$ cat src/rtl/match_sequencer.sv
`default_nettype none
// ============================================================================
// Module      : match_sequencer
// Description : Pong match controller: serve/goal freeze timing, scoring and
//               winner detection. Define PAUSE_EN to build the pause feature.
// Revision    : 1.0 - initial release
// ============================================================================
module match_sequencer #(
  parameter int WIN_SCORE             = 7,
  parameter int SCORE_WIDTH           = 4,
  parameter int SERVE_DELAY_IN_CLOCKS = 50_000_000,
  parameter int GOAL_HOLD_IN_CLOCKS   = 25_000_000
) (
  input  logic                   clk,
  input  logic                   rst,
  input  logic                   start_pulse,
  input  logic                   pause_pulse,
  input  logic                   goal_1,
  input  logic                   goal_2,
  output logic                   game_run,
  output logic                   ball_reset,
  output logic [SCORE_WIDTH-1:0] score_1,
  output logic [SCORE_WIDTH-1:0] score_2,
  output logic                   game_over,
  output logic                   winner
);

  localparam int c_MAX_DELAY = (SERVE_DELAY_IN_CLOCKS > GOAL_HOLD_IN_CLOCKS) ?
                               SERVE_DELAY_IN_CLOCKS : GOAL_HOLD_IN_CLOCKS;
  localparam int c_CNT_W     = (c_MAX_DELAY > 1) ? $clog2(c_MAX_DELAY) : 1;

  localparam logic [c_CNT_W-1:0]     c_SERVE_LAST = c_CNT_W'(SERVE_DELAY_IN_CLOCKS - 1);
  localparam logic [c_CNT_W-1:0]     c_HOLD_LAST  = c_CNT_W'(GOAL_HOLD_IN_CLOCKS - 1);
  localparam logic [SCORE_WIDTH-1:0] c_WIN        = SCORE_WIDTH'(WIN_SCORE);

  typedef enum logic [2:0] {
    ST_IDLE       = 3'd0,
    ST_SERVE_WAIT = 3'd1,
    ST_PLAY       = 3'd2,
    ST_GOAL_HOLD  = 3'd3,
    ST_GAME_OVER  = 3'd4
`ifdef PAUSE_EN
    , ST_PAUSED   = 3'd5
`endif
  } state_t;

  state_t                 r_state, w_state_nxt;
  logic [c_CNT_W-1:0]     r_cnt, w_cnt_nxt;
  logic [SCORE_WIDTH-1:0] r_score_1, w_score_1_nxt, w_score_1_inc;
  logic [SCORE_WIDTH-1:0] r_score_2, w_score_2_nxt, w_score_2_inc;
  logic                   r_winner, w_winner_nxt;
  logic                   r_game_run, r_ball_reset, r_game_over;
  logic                   w_ball_reset_nxt;

`ifndef PAUSE_EN
  logic w_unused_pause;
  assign w_unused_pause = pause_pulse;
`endif

  assign w_score_1_inc = r_score_1 + SCORE_WIDTH'(1);
  assign w_score_2_inc = r_score_2 + SCORE_WIDTH'(1);

  always_comb begin
    w_state_nxt   = r_state;
    w_cnt_nxt     = r_cnt;
    w_score_1_nxt = r_score_1;
    w_score_2_nxt = r_score_2;
    w_winner_nxt  = r_winner;
    case (r_state)
      ST_IDLE, ST_GAME_OVER: begin
        if (start_pulse) begin
          w_state_nxt   = ST_SERVE_WAIT;
          w_cnt_nxt     = '0;
          w_score_1_nxt = '0;
          w_score_2_nxt = '0;
          w_winner_nxt  = 1'b0;
        end
      end
      ST_SERVE_WAIT: begin
        if (r_cnt == c_SERVE_LAST) begin
          w_state_nxt = ST_PLAY;
          w_cnt_nxt   = '0;
        end else begin
          w_cnt_nxt = r_cnt + c_CNT_W'(1);
        end
      end
      ST_PLAY: begin
        // Simultaneous goals cancel out and the point is replayed.
        if (goal_1 && goal_2) begin
          w_state_nxt = ST_GOAL_HOLD;
        end else if (goal_1) begin
          w_score_1_nxt = w_score_1_inc;
          if (w_score_1_inc == c_WIN) begin
            w_state_nxt  = ST_GAME_OVER;
            w_winner_nxt = 1'b0;
          end else begin
            w_state_nxt = ST_GOAL_HOLD;
          end
        end else if (goal_2) begin
          w_score_2_nxt = w_score_2_inc;
          if (w_score_2_inc == c_WIN) begin
            w_state_nxt  = ST_GAME_OVER;
            w_winner_nxt = 1'b1;
          end else begin
            w_state_nxt = ST_GOAL_HOLD;
          end
        end
`ifdef PAUSE_EN
        else if (pause_pulse) begin
          w_state_nxt = ST_PAUSED;
        end
`endif
      end
      ST_GOAL_HOLD: begin
        if (r_cnt == c_HOLD_LAST) begin
          w_state_nxt = ST_SERVE_WAIT;
          w_cnt_nxt   = '0;
        end else begin
          w_cnt_nxt = r_cnt + c_CNT_W'(1);
        end
      end
`ifdef PAUSE_EN
      ST_PAUSED: begin
        if (pause_pulse) begin
          w_state_nxt = ST_PLAY;
        end
      end
`endif
      default: begin
        w_state_nxt = ST_IDLE;
        w_cnt_nxt   = '0;
      end
    endcase
    // Every entry into the serve wait re-centres the ball exactly once.
    w_ball_reset_nxt = (w_state_nxt == ST_SERVE_WAIT) && (r_state != ST_SERVE_WAIT);
  end

  always_ff @(posedge clk or posedge rst) begin
    if (rst) begin
      r_state      <= ST_IDLE;
      r_cnt        <= '0;
      r_score_1    <= '0;
      r_score_2    <= '0;
      r_winner     <= 1'b0;
      r_game_run   <= 1'b0;
      r_ball_reset <= 1'b0;
      r_game_over  <= 1'b0;
    end else begin
      r_state      <= w_state_nxt;
      r_cnt        <= w_cnt_nxt;
      r_score_1    <= w_score_1_nxt;
      r_score_2    <= w_score_2_nxt;
      r_winner     <= w_winner_nxt;
      r_game_run   <= (w_state_nxt == ST_PLAY);
      r_ball_reset <= w_ball_reset_nxt;
      r_game_over  <= (w_state_nxt == ST_GAME_OVER);
    end
  end

  assign game_run   = r_game_run;
  assign ball_reset = r_ball_reset;
  assign score_1    = r_score_1;
  assign score_2    = r_score_2;
  assign game_over  = r_game_over;
  assign winner     = r_winner;

endmodule
`default_nettype wire

$ cat config.mk
export PLATFORM = sky130hd
export DESIGN_NAME = match_sequencer
export DESIGN_NICKNAME = d
export VERILOG_FILES = /design/src/rtl/match_sequencer.sv
export SDC_FILE = /design/constraint.sdc
export NUM_CORES = 1
export LEC_CHECK = 0
export ABC_AREA = 1
export BUFFER_PORTS_ARGS = -buffer_cell sky130_fd_sc_hd__buf_2
export CORE_AREA = 4 4 85 95
export CTS_BUF_LIST = sky130_fd_sc_hd__clkbuf_2
export DETAILED_ROUTE_END_ITERATION = 6
export DIE_AREA = 0 0 89 99
export SLEW_MARGIN = 0
export SYNTH_ARGS = -nofsm -noshare
export SYNTH_HDL_FRONTEND = slang
export SYNTH_SLANG_ARGS = --single-unit
$ cat constraint.sdc
create_clock -name clk -period 1.8 [get_ports clk]
set_input_delay 0.18 -clock clk [delete_from_list [all_inputs] [get_ports clk]]
set_output_delay 0.18 -clock clk [all_outputs]
set_load 0.02 [all_outputs]
==> run metrics, run 1 <==
status=finished, final reports clean; first-pass detailed-route iteration total=4; Tcrit/Tclk final=94.4%; final hold vios=0; sequential share of the synthesized area=36.5%; largest net degree at the start of global routing=24; Worst Max-Slew Pin Slew=0.447 ns; number of synthesized flops with an enable pin=0; Worst Skew=0.00893 ns; R2R Path Start=r_cnt[1]; Die Ht=99 um; unrepaired setup endpoints after global routing=true; Critical Path AT=2.03 ns; Mapped Area=2810 um2; number of synthesis warnings=0; Gate Count Post-Synth=424; GRT Total Usage=17.1%; Worst setup EP type=register; Synth-to-Final Area Change=14.3%; DR iter-0 viols=149; post-route minimum period=1.70 ns; wire per inst=12.9 um; Max Freq=589 MHz; number of global-route vias before repair=2,645; crit path kind=reg -> reg; first-pass GRT wire length=12,000 um; hold depth=4; Routed WL=7110 um; Final nets=475; total grt overflow=0; vias per inst=5.04; delay of the slowest critical-path stage=0.40 ns; fillers=761; Final HPWL DP=5630 um; Slew HR=70.0%; crit path max-delay cell type=dfrtp_1; Routed Antenna Nets=0; Main synth FF type=dfrtp_1; WP data required=2.13 ns; R2R cell count=9; Hold EP=r_state[2]; CTS Root Cell=clkbuf_2; ys async rst share=100%; CTS tree=built; largest cells by area after synthesis=dfrtp_1 (36%), nand2_1 (16%), nor2_1 (7.7%); post-synthesis register bit count=41; cts bufs inserted=5; CP Cell Sequence=buf_4 > buf_4 > nand2_1 > nor3_4 > nand3_2 > nor2_4 > nand3_2 > o21ai_1 > nor2_1; DRC=0; peak supply drop=0.270 mV; core area=7010 um2; Leak Pwr=1.51 nW; footprint of the multi-input gates=1560 um2; clk_lat worst skew=0.41 ns; antenna cells=0; initial antenna violation count=0; min-delay worst type=in -> reg; design area=3210 um2; internal reg-to-reg setup slack=0.10 ns; Via Count=2,774; Metal-1 WL=3140 um; Final Wtd Congestion=0.939; Top Layer Used=met4; share of the synthesized area in the top cell type=36.5%; total area of sequential cells=1030 um2; hold path start=start_pulse; reg2reg end=r_cnt[21]; max-cap violation count=0; placed cell areas=3090 um2; row cnt=32; Num Clock Sinks=41; buffer depth of the longest clock path=2; most frequent cell after synthesis=nand2_1; fraction of layout cells with a size suffix above 1=15.3%; Initial Util=40.1%; Final WS setup=0.101 ns; port bufs=16; worst-path maximum fanout=5; Slew Viols, Final=0; met2 wire len=3540 um; IO Pins=18; Clock transition at path regs=0.22 ns; Synth top cells by count=nand2_1 (122), nor2_1 (58), inv_1 (57), dfrtp_1 (41), nand3_1 (37); PwrDens=672 nW/um2; final setup TNS=0 ns; chip width=89 um; syn nets=435; crit path launch type=register; metal3 WL=312 um; count of different cell masters after synthesis=30; syn_area_per_cell=6.63 um2; Die ar.=8810 um2; Synth area leader=dfrtp_1; Setup WS pre-CTS=0.0236 ns; Finish-stage setup viols=0; number of H-tree levels=2
kinds of logic after synthesis:
family,share of synthesized area [%]
AOI/OAI and AO/OA,7.34
xor gates and xnor gates,0.623
adders and majority gates,2.23
buffers and inverters,9.12
DFF,36.5
and+or+nand+nor,44.2
stage by stage:
| stage | util (%) | hold WS [ns] | cells | power (mW) |
|---|---|---|---|---|
| 6_report | 45.9 | 0.0869 | 550 | 2.16 |
| 5_1_grt | 45.9 | 0.0722 | 550 | 2.32 |
| 4_1_cts | 44.9 | 0.0782 | 545 | 2.12 |
| 3_5_place_dp | 44.1 | 0.0393 | 536 | 1.69 |
| 3_3_place_gp | 44.1 | 0.0378 | 536 | 1.68 |
| 2_1_floorplan | - | 0.372 | 424 | 1.50 |
repair_timing:
item,CTS,global route
setup buffers,0,5
pin swaps,0,3
endpoints found under the hold margin,41,0
gates resized for setup,1,8
hold buffers,1,0
setup endpoints to repair,6,15
worst max-delay path: cells and delay by family (launching register included):
family	cells	cell delay [ns]
and+or+nand+nor	6	0.86
AOI/OAI and AO/OA	1	0.15
DFF	1	0.40
buffers and inverters	2	0.21
cells in the final DEF, fill, tap and decap left out, types with 10 or more instances in the layout:
master   count
dfrtp_1     40
nor3_1      17
o21ai_0     10
inv_1       56
nor2_1      58
buf_4       19
nand4_1     15
nand2_1    121
nand3_1     37
buf_2       16
a21oi_1     15
cell type report:
class | instances | share of cell area, %
Multi-Input combinational cell | 317 | 48.5
Tap cell | 85 | 3.31
Clock buffer | 5 | 0.779
Sequential cell | 41 | 32.0
Inverter | 63 | 7.67
Clock inverter | 3 | 0.545
Timing Repair Buffer | 36 | 7.24
report_power, final:
group,switching (mW),internal [mW],leakage (nW)
clock network,0.320,0.0906,0.0287
logic,0.374,0.245,0.930
registers,0.110,1.02,0.554
routing by layer:
layer | vias to the layer above | GRT usage [%]
met5 | - | 0
met4 | 0 | 5.38
met3 | 10 | 3.01
met2 | 55 | 28.7
met1 | 1269 | 21.9
li1 | 1440 | -
worst max path at each step:
stage,slack (ns),startpoint,end,depth (start not counted)
global placement,0.05,r_cnt[0],r_cnt[13],10
detailed placement,0.02,r_cnt[0],r_cnt[9],10
floorplan,0.23,r_cnt[0],r_cnt[4],10
CTS,0.004,r_cnt[0],r_cnt[9],10
global route,-0.03,r_cnt[1],r_cnt[10],9
finish,0.10,r_cnt[1],r_cnt[21],9
registers in the layout, summed over array words and instances (netlist names):
register	cells
r_state	3
r_cnt	26
winner	1
score_1	4
ball_reset	1
score_2	4
game_over	1
game_run	1
No activity file was read; power rests on OpenSTA's default activity.
==> run 2, diff against run 1 <==
Settings changed: BUFFER_PORTS_ARGS -buffer_cell sky130_fd_sc_hd__buf_2 to -buffer_cell sky130_fd_sc_hd__clkbuf_2, CORE_AREA 4 4 85 95 to 4 4 89 91, DIE_AREA 0 0 89 99 to 0 0 93 95.
==> run metrics, run 2 (synthesis results as in run 1) <==
CTS Root Cell=clkbuf_2; Final nets=479; initial antenna violation count=0; hold slack=0.116 ns; commonest cells after routing, fill and taps aside=nand2_1 (120), nor2_1 (57), inv_1 (56); Final WS setup=0.155 ns; CTS tree=built; IO Pins=18; vias per inst=4.95; DR iter-0 viols=122; Die ar.=8840 um2; hold depth=4; min-delay worst type=in -> reg; Slew Viols, Final=0; Tcrit/Tclk final=91.4%; Leak Pwr=1.51 nW; peak supply drop=0.259 mV; Setup WS pre-CTS=0.0733 ns; Max Freq=608 MHz; Initial Util=39.4%; Final Wtd Congestion=0.927; register with the most flip-flops=r_cnt; post-route minimum period=1.65 ns; Routed Antenna Nets=0; antenna cells=0; Psw=0.777 mW; final hold vios=0; total grt overflow=0; row cnt=31; Critical Path AT=1.97 ns; CP Cell Sequence=nand2_1 > buf_4 > nor3_2 > nand3_2 > nor2_4 > nand3_2 > o21ai_1 > nor2_1; first-pass detailed-route iteration total=5; Finish-stage setup viols=0; Num Clock Sinks=41; wire per inst=12.3 um; largest net degree at the start of global routing=42; number of H-tree levels=2; WP data required=2.12 ns; cts bufs inserted=5; Routed WL=6970 um; footprint of the multi-input gates=1560 um2; Final HPWL DP=5520 um; chip width=93 um; placed cell count=559; Setup Fix Bufs, Post-CTS=0; port bufs=16; CP delay by family, top=simple AND/OR/NAND/NOR gates; Sw Share=36.6%; fillers=755; GRT Total Usage=16.6%; commonest non-fill, non-tap cell in the layout=nand2_1; Sequential Power Share=53.0%; crit path kind=reg -> reg; Die Ht=95 um; fraction of layout cells with a size suffix above 1=17.3%; non-filler cells, final=568; first-pass GRT wire length=11,900 um; Worst setup EP type=register; cell mode on critical path=nand3_2; crit path launch type=register; Worst Max-Slew Pin Slew=0.519 ns; final setup TNS=0 ns; Combinational Power Share=27.9%; status=finished, final reports clean; core area=7140 um2; Via Count=2,812; DRC=0; Critical Path Stages=8; number of global-route vias before repair=2,602; worst-path maximum fanout=5; CP Buf/Inv Count=1; buffer depth of the longest clock path=2; max-cap violation count=0; R2R cell count=8; Design Power=2.12 mW; Slew HR=65.4%; Worst Skew=0.0167 ns; PwrDens=650 nW/um2; crit path max-delay cell type=dfrtp_1; Synth-to-Final Area Change=16.2%; total area of sequential cells=1030 um2; delay of the slowest critical-path stage=0.42 ns; Pint=1.35 mW; clk_lat worst skew=0.41 ns; max reg flops=26; Clock transition at path regs=0.20 ns; Clk pwr share=19.1%
-- run 2: cell types whose count changed in the layout (fill, tap and decap cells not counted), sizes merged --
cell / before / now
clkbuf: 5 / 21
buf: 35 / 23
-- run 2: through the flow --
| step | util, % | cell area (um2) |
|---|---|---|
| 2_1_floorplan | - | 2810 |
| 3_3_place_gp | 44.5 | 3170 |
| 6_report | 45.8 | 3270 |
| 5_1_grt | 45.8 | 3270 |
| 3_5_place_dp | 44.5 | 3170 |
| 4_1_cts | 45.2 | 3230 |
-- run 2: area by class of cell --
cell class,instances,area share [%]
clock buffer,5,0.766
clock inverter,3,0.536
inverter,63,7.47
multi-input combinational,317,47.8
sequential,41,31.6
tap,99,3.79
timing repair buffer,40,8.05
-- run 2: path summary, 6_finish.rpt --
check | endpoint | startpoint | slack [ns]
hold / removal | r_state[2] | start_pulse | 0.12
max in group asynchronous | r_cnt[6] | rst | 1.04
setup / recovery | r_cnt[21] | r_cnt[4] | 0.15
setup reg to reg | r_cnt[21] | r_cnt[4] | 0.15
hold reg to reg | winner | winner | 0.51
min in group asynchronous | r_cnt[24] | rst | 0.39
-- run 2: repair_timing --
item | in CTS | in global routing
hold buffers | 1 | 0
endpoints found under the hold margin | 41 | 0
gates resized for setup | 0 | 12
endpoints found under the setup margin | 0 | 23
-- run 2: worst reg2reg max path, cell delays in order, from the launching register on --
cell,delay [ns]
dfrtp_1,0.42
nand2_1,0.11
buf_4,0.17
nor3_2,0.21
nand3_2,0.20
nor2_4,0.20
nand3_2,0.09
o21ai_1,0.13
nor2_1,0.05
-- run 2: layer usage --
layer / GRT usage [%] / wire length (um) / vias up
met2: 25.7 / 3080 / 54
met4: 3.91 / 64 / 0
li1: - / - / 1452
met3: 2.63 / 223 / 5
met5: 0 / 0 / -
met1: 24.3 / 3610 / 1301
-- run 2: power groups by stage --
stage / clock [mW] / combinational (mW) / sequential [mW]
after detailed placement: 0 / 0.583 / 1.14
after global routing: 0.462 / 0.676 / 1.14
final: 0.404 / 0.593 / 1.13
after global placement: 0 / 0.574 / 1.14
after floorplan: 0 / 0.373 / 1.13
after CTS: 0.428 / 0.585 / 1.12
==> run 3, diff against run 2 <==
Settings changed: GPL_ROUTABILITY_DRIVEN from default to 0.
Clock period 1.8 ns to 1.6 ns, I/O delays scaled along.
==> run metrics, run 3 (synthesis results as in run 1) <==
failing checks=negative setup slack; Clock transition at path regs=0.23 ns; Synth-to-Final Area Change=36.2%; register with the most flip-flops=r_cnt; Num Clock Sinks=41; Design Power=2.65 mW; Initial Util=39.4%; Via Count=3,061; post-route minimum period=1.61 ns; WP data required=1.94 ns; final setup TNS=-0.0127 ns; max reg flops=26; Critical Path AT=1.95 ns; hold depth=4; initial antenna violation count=0; Slew Viols, Final=0; Finish-stage setup viols=3; Leak Pwr=1.81 nW; core area=7140 um2; status=finished, violations left; Sw Share=36.9%; CTS tree=built; first-pass GRT wire length=13,300 um; commonest cells after routing, fill and taps aside=nand2_1 (109), buf_4 (71), inv_1 (54), nor2_1 (54), dfrtp_1 (37); IO Pins=18; CTS Root Cell=clkbuf_2; crit path kind=reg -> reg; Max Freq=623 MHz; Tcrit/Tclk final=100%; Die Ht=95 um; PwrDens=692 nW/um2; R2R cell count=9; largest net degree at the start of global routing=25; chip width=93 um; Routed WL=7830 um; row cnt=31; vias per inst=4.93; Clk pwr share=17.7%; hold slack=0.0716 ns; fillers=713; Pint=1.67 mW; port bufs=16; placed cell count=604; Final nets=532; Final WS setup=-0.00545 ns; Die ar.=8840 um2; Final HPWL DP=6110 um; worst-path maximum fanout=4; GRT Total Usage=18.9%; Sequential Power Share=47.2%; Combinational Power Share=35.2%; unrepaired setup endpoints after global routing=true; number of global-route vias before repair=2,935; commonest non-fill, non-tap cell in the layout=nand2_1; peak supply drop=0.450 mV; Worst Max-Slew Pin Slew=0.761 ns; total grt overflow=0; number of H-tree levels=2; first-pass detailed-route iteration total=4; wire per inst=12.6 um; Final Core Density=53.7%; Worst Skew=0.0238 ns; min-delay worst type=in -> reg; Psw=0.977 mW; final hold vios=0; fraction of layout cells with a size suffix above 1=31.0%; crit path launch type=register; clk_lat worst skew=0.42 ns; max-cap violation count=0; Routed Antenna Nets=0; cts bufs inserted=5; buffer depth of the longest clock path=2; antenna cells=0; DR iter-0 viols=234; Worst setup EP type=register; non-filler cells, final=621; Slew HR=49.0%; DRC=0
run 3: changes by cell type in the layout (fill, tap and decap cells not counted), sizes merged:
cell | before | now
clkinvlp | 1 | 0
clkinv | 4 | 5
buf | 23 | 76
run 3: per-stage QoR:
step	instance area [um2]	worst slack (ns)
3_3_place_gp	3520	-0.0400
6_report	3830	-0.00545
3_5_place_dp	3520	-0.0855
5_1_grt	3830	-0.108
4_1_cts	3630	-0.00478
2_1_floorplan	2810	0.0267
run 3: power groups by stage:
stage	Clock, mW	Sequential, mW	Combinational (mW)
finish	0.468	1.25	0.932
global placement	0	1.26	0.799
global route	0.530	1.27	1.05
floorplan	0	1.27	0.419
detailed placement	0	1.27	0.812
CTS	0.487	1.25	0.834
run 3: per-layer routing:
layer | vias to the layer above | share of wire (%) | GRT usage, %
met5 | - | 0 | 0
met3 | 8 | 5.0 | 3.51
met1 | 1428 | 48 | 26.0
met4 | 0 | 0.93 | 5.01
li1 | 1561 | - | -
met2 | 64 | 46 | 30.5
run 3: final cells by class:
class	instances	area [um2]	share of cell area, %
clock buffers	5	25.0	0.653
inverters	63	241	6.31
clock inverters	3	12.5	0.327
flip-flops and latches	41	1030	26.9
repair buffers	93	697	18.2
multi-input cells	317	1700	44.4
well taps	99	124	3.23
run 3: critical path: stages, from the launching register on:
cell and delay (ns):
dfrtp_1 0.40, ha_2 0.19, nand2_2 0.08, buf_6 0.13, nor2_4 0.15, nand3_2 0.11, nor3_4 0.22, nand2_2 0.12
nand4_1 0.09, nand3_1 0.06
run 3: repair_timing:
action                                  in CTS  in global routing
pin swaps                                    6                 23
endpoints found under the setup margin      22                 35
hold endpoints to repair                    17                  0
gates resized for setup                     10                 43
cloned                                       0                  0
hold buffers                                 1                  0
buffers inserted                             1                  7
run 3: path summary, 6_finish.rpt:
| path | from | end | slack (ns) |
|---|---|---|---|
| setup / recovery | r_cnt[0] | r_cnt[18] | -0.005 |
| hold / removal | start_pulse | game_over | 0.07 |
| setup reg to reg | r_cnt[0] | r_cnt[18] | -0.005 |
| hold reg to reg | winner | winner | 0.50 |
| max in group asynchronous | rst | score_2[0] | 0.78 |
| min in group asynchronous | rst | r_cnt[25] | 0.27 |
